$ cat src/rtl/rom_download_router.sv
// rom_download_router
//   Routes ROM bytes from data_io onto up to NPORTS sdram write ports. Each
//   port owns an address window and a packing mode. A port is written with a
//   toggle req/ack handshake. When a target port is still busy, the byte goes
//   into a single holding stage and ioctl_wait stalls the host. Once the ROM
//   download ends and every port has drained, rom_loaded is set. core_reset
//   is then released RESET_HOLD cycles later.
//
// Ports
//   clk_sys, reset        : clock, synchronous active-high reset
//   ioctl_*               : data_io download interface (ioctl_wait is the stall)
//   port_req / port_ack   : per-port toggle handshake
//   port_we               : per-port write enable, high while a ROM download is active
//   port_a / port_ds      : per-port word address and byte strobes {upper, lower}
//   port_d                : per-port data word {byte, byte}
//   status_reset          : external core reset request
//   rom_loaded            : sticky, set when a ROM download has completed and drained
//   core_reset            : stretched reset for the game core
//   err_overflow          : sticky, a byte was dropped because the holding stage was full
//
// FSM states
//   state   | meaning
//   S_IDLE  | no ROM download in progress
//   S_LOAD  | ROM download active, bytes are accepted
//   S_DRAIN | download ended, waiting for the holding stage and all ports to go idle
module rom_download_router #(
  parameter int                   NPORTS     = 2,
  parameter logic [7:0]           ROM_INDEX  = 8'd0,
  parameter logic [NPORTS*25-1:0] PORT_BASE  = {25'h0C000, 25'h0},
  parameter logic [NPORTS*25-1:0] PORT_SIZE  = {25'h04000, 25'h0C000},
  parameter logic [NPORTS-1:0]    PORT_MODE  = 2'b10,
  parameter logic [NPORTS*5-1:0]  PORT_SPLIT = {5'd13, 5'd0},
  parameter int                   RESET_HOLD = 16
) (
  input  logic                 clk_sys,
  input  logic                 reset,
  input  logic                 ioctl_download,
  input  logic [7:0]           ioctl_index,
  input  logic                 ioctl_wr,
  input  logic [24:0]          ioctl_addr,
  input  logic [7:0]           ioctl_dout,
  input  logic                 status_reset,
  output logic                 ioctl_wait,
  output logic [NPORTS-1:0]    port_req,
  input  logic [NPORTS-1:0]    port_ack,
  output logic [NPORTS-1:0]    port_we,
  output logic [NPORTS*23-1:0] port_a,
  output logic [NPORTS*2-1:0]  port_ds,
  output logic [NPORTS*16-1:0] port_d,
  output logic                 rom_loaded,
  output logic                 core_reset,
  output logic                 err_overflow
);

  typedef enum logic [1:0] {S_IDLE, S_LOAD, S_DRAIN} state_t;

  state_t            state;
  logic              wr_last;
  logic              dl_last;
  logic [7:0]        idx_last;

  logic              hold_valid;
  logic [NPORTS-1:0] hold_mask;
  // Only the low 24 address bits feed the offset arithmetic, so that is all we keep.
  logic [23:0]       hold_addr;
  logic [7:0]        hold_byte;

  logic [15:0]       hold_cnt;

  logic              ev;
  logic              dl_rise_rom;
  logic              dl_fall_rom;
  logic [NPORTS-1:0] match;
  logic [NPORTS-1:0] busy;
  logic              hold_issue;
  logic              new_ok;
  logic              issue_new;
  logic              to_hold;
  logic              overflow;
  logic [NPORTS-1:0] issue_mask;
  logic [23:0]       sel_addr;
  logic [7:0]        sel_byte;
  logic              cause;

  logic [22:0]       pk_a  [NPORTS];
  logic [1:0]        pk_ds [NPORTS];

  assign ev          = ioctl_wr & ~wr_last & ioctl_download & (ioctl_index == ROM_INDEX);
  assign dl_rise_rom = ioctl_download & ~dl_last & (ioctl_index == ROM_INDEX);
  assign dl_fall_rom = ~ioctl_download & dl_last & (idx_last == ROM_INDEX);

  assign busy       = port_req ^ port_ack;
  assign hold_issue = hold_valid && ((hold_mask & busy) == '0);
  assign new_ok     = ev && !hold_valid && (match != '0);
  assign issue_new  = new_ok && ((match & busy) == '0);
  assign to_hold    = new_ok && !issue_new;
  assign overflow   = ev && hold_valid;
  assign issue_mask = hold_issue ? hold_mask : (issue_new ? match : '0);

  // Whenever the stage is occupied it is the only thing that can issue, so
  // packing always works from the stage contents in that case.
  assign sel_addr = hold_valid ? hold_addr : ioctl_addr[23:0];
  assign sel_byte = hold_valid ? hold_byte : ioctl_dout;

  assign ioctl_wait = hold_valid;
  assign port_we    = {NPORTS{state != S_IDLE}};

  assign cause = reset | status_reset | ~rom_loaded | (state != S_IDLE);

  always_comb begin
    logic [25:0] base26;
    logic [25:0] end26;
    logic [23:0] off;
    logic [23:0] lo_mask;
    logic [4:0]  s;
    base26  = '0;
    end26   = '0;
    off     = '0;
    lo_mask = '0;
    s       = '0;
    for (int p = 0; p < NPORTS; p++) begin
      // 26-bit compare so base + size cannot wrap.
      base26   = {1'b0, PORT_BASE[p*25 +: 25]};
      end26    = base26 + {1'b0, PORT_SIZE[p*25 +: 25]};
      match[p] = ({1'b0, ioctl_addr} >= base26) && ({1'b0, ioctl_addr} < end26);
      off      = sel_addr - PORT_BASE[p*25 +: 24];
      s        = PORT_SPLIT[p*5 +: 5];
      if (PORT_MODE[p]) begin
        // Split-interleave: bit S selects the byte lane and is squeezed out of the word address.
        lo_mask  = (24'd1 << s) - 24'd1;
        pk_a[p]  = 23'(((off >> (s + 5'd1)) << s) | (off & lo_mask));
        pk_ds[p] = {off[s], ~off[s]};
      end else begin
        pk_a[p]  = off[23:1];
        pk_ds[p] = {off[0], ~off[0]};
      end
    end
  end

  always_ff @(posedge clk_sys) begin
    if (reset) begin
      wr_last      <= 1'b0;
      dl_last      <= 1'b0;
      idx_last     <= '0;
      state        <= S_IDLE;
      port_req     <= port_ack;
      port_a       <= '0;
      port_ds      <= '0;
      port_d       <= '0;
      hold_valid   <= 1'b0;
      hold_mask    <= '0;
      hold_addr    <= '0;
      hold_byte    <= '0;
      err_overflow <= 1'b0;
      rom_loaded   <= 1'b0;
    end else begin
      wr_last  <= ioctl_wr;
      dl_last  <= ioctl_download;
      idx_last <= ioctl_index;

      for (int p = 0; p < NPORTS; p++) begin
        if (issue_mask[p]) begin
          port_req[p]         <= ~port_req[p];
          port_a[p*23 +: 23]  <= pk_a[p];
          port_ds[p*2 +: 2]   <= pk_ds[p];
          port_d[p*16 +: 16]  <= {sel_byte, sel_byte};
        end
      end

      if (hold_issue) begin
        hold_valid <= 1'b0;
      end else if (to_hold) begin
        hold_valid <= 1'b1;
        hold_mask  <= match;
        hold_addr  <= ioctl_addr[23:0];
        hold_byte  <= ioctl_dout;
      end

      if (overflow) err_overflow <= 1'b1;

      if (dl_rise_rom) begin
        state      <= S_LOAD;
        rom_loaded <= 1'b0;
      end else begin
        case (state)
          S_LOAD: begin
            if (dl_fall_rom) state <= S_DRAIN;
          end
          S_DRAIN: begin
            if (!hold_valid && (busy == '0)) begin
              rom_loaded <= 1'b1;
              state      <= S_IDLE;
            end
          end
          default: ;
        endcase
      end
    end

    // core_reset drops on the edge where the counter reaches zero, i.e.
    // RESET_HOLD cycles after the cause first reads low.
    if (cause) begin
      hold_cnt   <= 16'(RESET_HOLD);
      core_reset <= 1'b1;
    end else if (hold_cnt != 16'd0) begin
      hold_cnt   <= hold_cnt - 16'd1;
      core_reset <= (hold_cnt > 16'd1);
    end else begin
      core_reset <= 1'b0;
    end
  end

endmodule

$ cat config.mk
export PLATFORM = sky130hd
export DESIGN_NAME = rom_download_router
export DESIGN_NICKNAME = d
export VERILOG_FILES = /design/src/rtl/rom_download_router.sv
export SDC_FILE = /design/constraint.sdc
export NUM_CORES = 1
export LEC_CHECK = 0
export CAP_MARGIN = 20
export CORE_MARGIN = 1.5
export CORE_UTILIZATION = 55
export DETAILED_ROUTE_END_ITERATION = 10
export DONT_BUFFER_PORTS = 1
export PLACE_DENSITY = 0.7
export SLEW_MARGIN = 20
export SYNTH_ARGS = -nofsm -noshare
export SYNTH_HDL_FRONTEND = slang
export SYNTH_SLANG_ARGS = --single-unit
$ cat constraint.sdc
create_clock -name clk_sys -period 3.45 [get_ports clk_sys]
set_clock_uncertainty 0.2 [all_clocks]
set_input_delay 0.5175 -clock clk_sys [delete_from_list [all_inputs] [get_ports clk_sys]]
set_output_delay 0.5175 -clock clk_sys [all_outputs]
set_load 0.03 [all_outputs]
==> results of run 1 <==
sequential cells by signal, summed over array words and instances, names as in the netlist, 2 cells and up:
| register | cells |
|---|---|
| state | 2 |
| hold_byte | 8 |
| hold_cnt | 16 |
| port_ds | 4 |
| port_req | 2 |
| idx_last | 8 |
| port_d | 16 |
| hold_mask | 2 |
| hold_addr | 24 |
| port_a | 46 |
report_power, final:
part	internal, W	switching, W	leakage [nW]	total (W)
Combinational	0.0000562	0.0000703	0.802	0.000127
Clock	0.00103	0.000656	0.276	0.00169
Sequential	0.00156	0.00000714	1.09	0.00157
Total	0.00265	0.000734	2.16	0.00338
cells by family after synthesis:
| group | after synthesis | synth area share |
|---|---|---|
| xor+xnor | 16 | 0.02465 |
| compound gates | 121 | 0.1637 |
| simple gates | 236 | 0.1941 |
| flops | 134 | 0.4754 |
| fa+ha+maj | 3 | 0.006603 |
| mux | 42 | 0.07460 |
| buf+inv | 62 | 0.06096 |
cell usage after synthesis (all sizes together), types with 2 or more instances:
master / n
dfxtp: 132
nor2: 95
nand2: 66
a211oi: 58
a21oi: 42
mux2i: 39
buf: 37
clkbuf: 19
nor3: 11
nor2b: 10
nor4: 10
xor2: 10
and3: 8
nand3: 7
inv: 6
o21ai: 6
or3: 6
xnor2: 6
or2: 5
nor4b: 4
ha: 3
mux2: 3
nand2b: 3
nand3b: 3
o22ai: 3
o31ai: 3
a211o: 2
edfxtp: 2
or4: 2
stage by stage:
| step | power [W] | cells | hold slack (ns) | worst slack (ns) | instance area, um2 |
|---|---|---|---|---|---|
| 2_1_floorplan | 0.001674 | 614 | 0.2315 | 0.3296 | 5685 |
| 3_3_place_gp | 0.001667 | 697 | 0.2322 | 0.5700 | 5600 |
| 3_5_place_dp | 0.001669 | 697 | 0.2407 | 0.5265 | 5600 |
| 4_1_cts | 0.003411 | 765 | 0.002471 | 0.5934 | 6546 |
| 5_1_grt | 0.003497 | 765 | 0.004826 | 0.4545 | 6548 |
| 6_report | 0.003380 | 765 | 0.02261 | 0.7402 | 6548 |
layout make-up:
cell class,instances,area [um2]
clock inverters,11,98.84
clock buffers,21,469.2
repair buffers,42,435.4
inverters,6,22.52
well taps,133,166.4
multi-input cells,418,2651
fillers,827,3362
flip-flops and latches,134,2704
worst max-delay path, delay by kind of cell (launching register included):
family / cells / cell delay [ns]
AOI/OAI and AO/OA: 2 / 0.30
xor gates and xnor gates: 1 / 0.20
adders and majority gates: 1 / 0.25
buffers and inverters: 1 / 0.07
DFF: 1 / 0.56
muxes: 1 / 0.32
and+or+nand+nor: 2 / 0.66
layer usage:
metal  share of wire  GRT usage  vias up  wire length [um]
met5               0          0        -                 0
met4           0.012    0.07436        0               154
li1                -          -     2154                 -
met1            0.44     0.2963     2042              5618
met3           0.074    0.08422       18               941
met2            0.47     0.3839      119              6015
how the worst min path moves through the flow:
stage	start	endpoint	slack (ns)	cells past startpoint
2_1_floorplan	hold_addr[0]	hold_addr[0]	0.23	2
3_3_place_gp	hold_addr[13]	hold_addr[13]	0.23	2
3_5_place_dp	hold_addr[1]	hold_addr[1]	0.24	2
4_1_cts	reset	port_req[0]	0.002	1
5_1_grt	reset	port_req[0]	0.005	1
6_report	reset	port_req[0]	0.02	1
==> impl_metrics.csv, run 1 <==
group,metric,value,unit
detailed_routing,vias,4333,
synth,synthCells,614,
synth,synth-edff-count,2,
sta,fmax,0.3690,GHz
floorplan,rows,36,
clock_tree,clk_pin_slew,0.06,ns
worst_setup_path,endpoint_kind,"register",
layout,n_antenna_cell,0,
placed_design,portBuffers,0,
synth,synth.largest_area_cell,"dfxtp_1",
sta,tightest_slew,0.6596,ns
clock_tree,insertion_delay,0.52,ns
worst_setup_path,slowest_stage,"dfxtp_2",
global_routing,antenna_found_initial,0,
placed_design,place_congestion,0.7798,
worst_setup_path,reg2regPathDepth,8,
worst_setup_path,start_kind,"register",
worst_setup_path,rr_startpoint,"ioctl_wait",
detailed_routing,via_per_inst,5.664,
run_status,outcome,"completed",
synth,ys.flop_type,"dfxtp_1",
clock_tree,cts_buffer_depth,2,
sta,fin_tns_setup,0,ns
synth,synth_cell_types,50,
worst_setup_path,crit_type,"register to register",
worst_setup_path,required,3.63,ns
global_routing,grt_pass1_vias,4215,
synth,ys_ff_latch,134,
worst_setup_path,critPathMaxFanout,18,
power,p_per_area,516.2,nW/um2
sta,min_period,2.710,ns
detailed_routing,remaining_drc_errors,0,
floorplan,start_util,0.5737,
synth,ys_async_sr_fraction,0,
detailed_routing,finalWirelength,12730,um
detailed_routing,routedWlPerCell,16.64,um
clock_tree,cts_buffers,17,
job,cap_viol_max_count,0,
synth,syn_nets,665,
worst_setup_path,critPathMaxStageDelay,0.56,ns
synth,synth-seq-area-share,0.4754,
layout,utilization,0.6607,
synth,yosys_warnings,0,
clock_tree,cts.sinks,134,
clock_tree,htreeDepth,4,
layout,final_cell_mix,"131 x dfxtp_1, 95 x nor2_1, 66 x nand2_1, 42 x a21oi_1, 39 x mux2i_1",
layout,nNetsFinal,670,
placed_design,hpwl,8183,um
global_routing,grt_first_pass_wirelength,20790,um
floorplan,die_w,104.7,um
power,p_leak,2.163,nW
worst_setup_path,reg2reg_to,"port_a[44]",
synth,syn_area,5685,um2
sta,period_share,0.7855,
clock_tree,cts_tree,"yes",
clock_tree,cts_resized,0,
global_routing,grt_max_degree,107,
floorplan,fp.dieArea,10960,um2
floorplan,core-area,9910,um2
clock_tree,cts_setup_buffers,0,
power,vdd_drop_max,303.9,uV
layout,layout_commonest_cell,"dfxtp_1",
global_routing,grt_overflow_total,0,
sta,timing_hold_violations_final,0,
synth,synth_top_area_frac,0.4648,
detailed_routing,first_pass_iters,4,
global_routing,grt_use_total,0.2373,
sta,slew_viol_final,0,
sta,setup_viol,0,
clock_tree,cts_root_buf,"clkbuf_8",
sta,grt_setup_unrepaired,"no",
synth,netlist_top_cells_area,"dfxtp_1 46%, mux2i_1 6.9%, nor2_1 6.3%",
clock_tree,cts_hold_buf,36,
worst_setup_path,r2r_slack,0.74,ns
sta,slew_headroom,0.5603,
layout,drive_gt1_frac,0.1218,
synth,syn_avg_cell_area,9.260,um2
detailed_routing,postRouteAntennaNets,0,
worst_setup_path,crit_chain,"mux2i_1 > inv_1 > ha_1 > nor4b_1 > o22ai_1 > nor3_1 > xor2_1 > a211oi_2",
floorplan,die_y,104.7,um
layout,syn_to_final_growth,15.16,%
floorplan,pin_count,138,
worst_setup_path,endpoint,"port_a[44]",
detailed_routing,drt_iter0_markers,236,
worst_setup_path,arrival,2.89,ns
worst_setup_path,crit_path_start,"ioctl_wait",
min_path,hold_class,"input port to register",
Note: power is estimated with default switching activity, not from simulation.
==> run 2, diff against run 1 <==
--- a/config.mk
+++ b/config.mk
@@ -10,7 +10,7 @@
 export CORE_UTILIZATION = 55
 export DETAILED_ROUTE_END_ITERATION = 10
 export DONT_BUFFER_PORTS = 1
-export PLACE_DENSITY = 0.7
+export PLACE_DENSITY = 0.73
 export SLEW_MARGIN = 20
 export SYNTH_ARGS = -nofsm -noshare
 export SYNTH_HDL_FRONTEND = slang
==> constraint.sdc (replaced) <==
create_clock -name clk_sys -period 2.2 [get_ports clk_sys]
set_clock_uncertainty 0.2 [all_clocks]
set_input_delay 0.33 -clock clk_sys [delete_from_list [all_inputs] [get_ports clk_sys]]
set_output_delay 0.33 -clock clk_sys [all_outputs]
set_load 0.03 [all_outputs]
==> impl_metrics.csv, run 2 (synthesized netlist as in run 1, its figures left out) <==
group,metric,value,unit
detailed_routing,first_pass_iters,5,
clock_tree,cts_root_buf,"clkbuf_8",
global_routing,grt_max_degree,110,
power,power,0.005242,W
detailed_routing,remaining_drc_errors,0,
placed_design,portBuffers,0,
run_status,violations,"negative hold slack, negative setup slack",
detailed_routing,via_per_inst,5.792,
floorplan,fp.dieArea,10960,um2
placed_design,dp_cells,724,
clock_tree,htreeDepth,4,
global_routing,grt_use_total,0.2545,
detailed_routing,drt_iter0_markers,314,
layout,layout_commonest_cell,"dfxtp_1",
placed_design,place_congestion,0.8135,
floorplan,core-area,9910,um2
clock_tree,cts_buffer_depth,2,
sta,hold_slack,-0.2703,ns
clock_tree,cts_buffers,17,
layout,nNetsFinal,707,
run_status,outcome,"complete, but fails checks",
sta,period_share,1.066,
sta,grt_setup_unrepaired,"yes",
floorplan,rows,36,
sta,setup_slack,-0.1445,ns
worst_setup_path,start_kind,"register",
sta,slew_headroom,0.5388,
layout,fin_cells,802,
floorplan,start_util,0.5737,
worst_setup_path,endpoint_kind,"register",
worst_setup_path,required,2.44,ns
detailed_routing,postRouteAntennaNets,0,
placed_design,hpwl,9021,um
power,vdd_drop_max,436.7,uV
global_routing,grt_pass1_vias,4474,
layout,final_cell_mix,"131 x dfxtp_1, 75 x nor2_1, 64 x nand2_1, 41 x a21oi_1, 38 x mux2i_1",
layout,syn_to_final_growth,27.86,%
clock_tree,cts.sinks,134,
sta,tightest_slew,0.6908,ns
worst_setup_path,critPathMaxFanout,7,
layout,drive_gt1_frac,0.2631,
floorplan,die_y,104.7,um
layout,utilization,0.7336,
sta,fin_tns_setup,-3.691,ns
floorplan,die_w,104.7,um
sta,fmax,0.4265,GHz
global_routing,grt_first_pass_wirelength,22200,um
power,p_per_area,721.2,nW/um2
worst_setup_path,r2r_slack,-0.14,ns
floorplan,pin_count,138,
detailed_routing,routedWlPerCell,18.78,um
layout,largestRegisters,"port_a: 46 flops, hold_addr: 24 flops",
layout,largest_reg_flops,46,
detailed_routing,vias,4645,
power,p_leak,2.554,nW
clock_tree,cts_hold_buf,20,
clock_tree,clk_pin_slew,0.06,ns
worst_setup_path,arrival,2.59,ns
sta,timing_hold_violations_final,91,
detailed_routing,finalWirelength,15060,um
worst_setup_path,crit_type,"register to register",
sta,min_period,2.345,ns
layout,fin_area,7269,um2
job,cap_viol_max_count,0,
sta,slew_viol_final,0,
sta,setup_viol,36,
clock_tree,cts_tree,"yes",
placed_design,placed_area,5978,um2
global_routing,antenna_found_initial,0,
layout,n_antenna_cell,0,
global_routing,grt_overflow_total,0,
clock_tree,insertion_delay,0.53,ns
min_path,hold_class,"input port to register",
layout,top_register,"port_a",
==> run 2: cell types whose count changed in the layout (fill, tap and decap cells not counted), moves of 11 or more <==
cell / change
dlygate4sd3_1: -15
nor2_2: +17
buf_4: +25
buf_6: +11
nor2_1: -20
==> run 2: through the flow <==
stage	hold WS (ns)	setup WS [ns]
after floorplan	0.2315	-0.1561
after global placement	0.2176	-0.02908
after detailed placement	0.2139	-0.1098
after CTS	-0.3303	-0.08260
after global routing	-0.3256	-0.1974
final	-0.2703	-0.1445
==> run 2: path summary, 6_finish.rpt <==
check / from / end / depth (start not counted)
setup / recovery: ioctl_wait / port_d[25] / 8
hold / removal: reset / ioctl_wait / 1
setup reg to reg: ioctl_wait / port_d[25] / 8
hold reg to reg: hold_addr[12] / hold_addr[12] / 2
==> run 2: worst max-delay path, cell delays in order (launching register included) <==
cell      delay (ns)
dfxtp_4         0.36
or3b_4          0.38
or3_4           0.38
o31ai_4         0.28
buf_4           0.17
buf_12          0.14
buf_4           0.14
nor2_2          0.04
a211oi_2        0.16
==> run 2: layout make-up <==
class | count | area [um2]
Clock inverter | 12 | 92.59
Clock buffer | 20 | 466.7
Multi-Input combinational cell | 418 | 2900
Inverter | 6 | 22.52
Timing Repair Buffer | 79 | 914.6
Sequential cell | 134 | 2706
Fill cell | 712 | 2640
Tap cell | 133 | 166.4
==> run 2: where the power goes <==
part / internal (W) / switching (W) / leakage [nW]
logic: 0.0000805 / 0.0000906 / 1.20
clock network: 0.00152 / 0.00110 / 0.265
registers: 0.00244 / 0.00000661 / 1.09
==> run 2: metal layers <==
| metal | vias up | share of wire | global-route usage |
|---|---|---|---|
| li1 | 2218 | - | - |
| met5 | - | 0 | 0 |
| met4 | 0 | 0.014 | 0.08611 |
| met3 | 18 | 0.074 | 0.08609 |
| met2 | 160 | 0.49 | 0.4262 |
| met1 | 2249 | 0.42 | 0.3059 |
==> run 2: timing repair <==
item | 4_1_cts | 5_1_grt
pin swaps | 5 | 28
setup endpoints to repair | 33 | 120
cloned | 0 | 8
setup buffers | 7 | 11
hold endpoints to repair | 113 | 91
gates resized for setup | 22 | 36
==> run 3, diff against run 2 <==
--- a/config.mk
+++ b/config.mk
@@ -11,6 +11,7 @@
 export DETAILED_ROUTE_END_ITERATION = 10
 export DONT_BUFFER_PORTS = 1
 export PLACE_DENSITY = 0.73
+export RECOVER_POWER = 25
 export SLEW_MARGIN = 20
 export SYNTH_ARGS = -nofsm -noshare
 export SYNTH_HDL_FRONTEND = slang
==> impl_metrics.csv, run 3 (synthesized netlist as in run 1, its figures left out) <==
group,metric,value,unit
layout,n_antenna_cell,0,
detailed_routing,wl_met3,1085,um
floorplan,pin_count,138,
layout,largestRegisters,"port_a: 46 flops, hold_addr: 24 flops",
clock_tree,cts_buffers,17,
worst_setup_path,endpoint_kind,"register",
global_routing,grt_max_degree,110,
worst_setup_path,crit_chain,"or3b_4 > or3_4 > o31ai_4 > buf_4 > buf_12 > buf_4 > nor2_2 > a211oi_2",
worst_setup_path,crit_type,"register to register",
sta,setup_slack,-0.1436,ns
detailed_routing,routedWlPerCell,18.78,um
sta,slew_viol_final,0,
layout,syn_to_final_growth,27.79,%
min_path,hold_class,"input port to register",
clock_tree,cts_root_buf,"clkbuf_8",
sta,period_share,1.065,
layout,fin_cells,802,
power,p_leak,2.550,nW
worst_setup_path,slowest_stage,"or3b_4",
placed_design,portBuffers,0,
worst_setup_path,arrival,2.58,ns
sta,setup_viol,36,
floorplan,core-area,9910,um2
layout,layout_commonest_cell,"dfxtp_1",
clock_tree,cts_buffer_depth,2,
detailed_routing,via_per_inst,5.793,
clock_tree,cts_hold_buf,20,
floorplan,fp.dieArea,10960,um2
power,vdd_drop_max,436.7,uV
run_status,violations,"negative hold slack, negative setup slack",
worst_setup_path,start_kind,"register",
run_status,outcome,"complete, but fails checks",
floorplan,start_util,0.5737,
sta,fmax,0.4267,GHz
floorplan,rows,36,
layout,final_cell_mix,"131 x dfxtp_1, 75 x nor2_1, 64 x nand2_1, 41 x a21oi_1, 38 x mux2i_1",
worst_setup_path,cp_num_buf_inv,3,
clock_tree,htreeDepth,4,
detailed_routing,remaining_drc_errors,0,
detailed_routing,finalWirelength,15060,um
worst_setup_path,path_common_cell,"buf_4",
worst_setup_path,critPathMaxStageDelay,0.38,ns
global_routing,grt_pass1_vias,4474,
clock_tree,clk_pin_slew,0.06,ns
detailed_routing,drt_iter0_markers,304,
layout,largest_reg_flops,46,
job,cap_viol_max_count,0,
global_routing,grt_first_pass_wirelength,22200,um
detailed_routing,vias,4646,
sta,tightest_slew,0.6908,ns
sta,timing_hold_violations_final,91,
worst_setup_path,crit_family,"simple AND/OR/NAND/NOR gates",
sta,hold_slack,-0.2703,ns
clock_tree,cts.sinks,134,
floorplan,die_y,104.7,um
detailed_routing,postRouteAntennaNets,0,
worst_setup_path,required,2.44,ns
global_routing,antenna_found_initial,0,
clock_tree,cts_tree,"yes",
layout,utilization,0.7332,
layout,nNetsFinal,707,
sta,min_period,2.344,ns
sta,grt_setup_unrepaired,"yes",
placed_design,dp_cells,724,
placed_design,place_congestion,0.8135,
detailed_routing,met1_length,6312,um
placed_design,hpwl,9021,um
clock_tree,insertion_delay,0.53,ns
layout,top_register,"port_a",
floorplan,die_w,104.7,um
detailed_routing,top_layer,"met4",
sta,slew_headroom,0.5388,
detailed_routing,dr_wl_met2,7444,um
global_routing,grt_overflow_total,0,
worst_setup_path,critPathMaxFanout,7,
sta,fin_tns_setup,-3.675,ns
layout,drive_gt1_frac,0.2616,
power,p_per_area,721.4,nW/um2
detailed_routing,first_pass_iters,5,
global_routing,grt_use_total,0.2545,
[run 3: cell count changes in the layout (fill, tap and decap cells not counted), sizes merged]
cell    before  now
buf         53   52
clkbuf      26   27
[run 3: worst register-to-register path, delay by kind of cell, from the launching register on]
family | cells | cell delay, ns
and+or+nand+nor | 3 | 0.80
buffers and inverters | 3 | 0.46
AOI/OAI and AO/OA | 2 | 0.44
DFF | 1 | 0.36
[run 3: per-layer routing]
layer / track usage / up-vias
met5: 0 / -
met4: 0.08611 / 0
met1: 0.3059 / 2254
met3: 0.08609 / 18
li1: - / 2218
met2: 0.4262 / 156
[run 3: worst paths after layout]
| check | startpoint | endpoint | slack (ns) | cells past startpoint |
|---|---|---|---|---|
| worst max-delay path | ioctl_wait | port_d[25] | -0.14 | 8 |
| worst min-delay path | reset | ioctl_wait | -0.27 | 1 |
| worst max register to register | ioctl_wait | port_d[25] | -0.14 | 8 |
| worst min register to register | hold_addr[12] | hold_addr[12] | 0.25 | 2 |
[run 3: cell type report]
cell class / instances / area [um2]
flip-flops and latches: 134 / 2706
inverters: 6 / 22.52
multi-input cells: 418 / 2900
clock buffers: 20 / 466.7
clock inverters: 12 / 92.59
fillers: 714 / 2644
repair buffers: 79 / 910.9
well taps: 133 / 166.4
[run 3: repair_timing]
action,in CTS,in global routing
setup buffers,7,11
cloned,0,8
pin swaps,5,28
gates resized for setup,22,36
hold endpoints to repair,113,91
setup endpoints to repair,33,120
[run 3: metrics by stage]
| stage | worst slack (ns) | area, um2 | total power, W |
|---|---|---|---|
| after floorplan | -0.1561 | 5804 | 0.002632 |
| after global placement | -0.02908 | 5978 | 0.002636 |
| after detailed placement | -0.1098 | 5978 | 0.002640 |
| after CTS | -0.08260 | 6849 | 0.005253 |
| after global routing | -0.1974 | 7266 | 0.005381 |
| final | -0.1436 | 7266 | 0.005241 |
[run 3: report_power, final]
part / internal, W / switching [W]
Clock: 0.00152 / 0.00110
Combinational: 0.0000794 / 0.0000907
Sequential: 0.00244 / 0.00000656
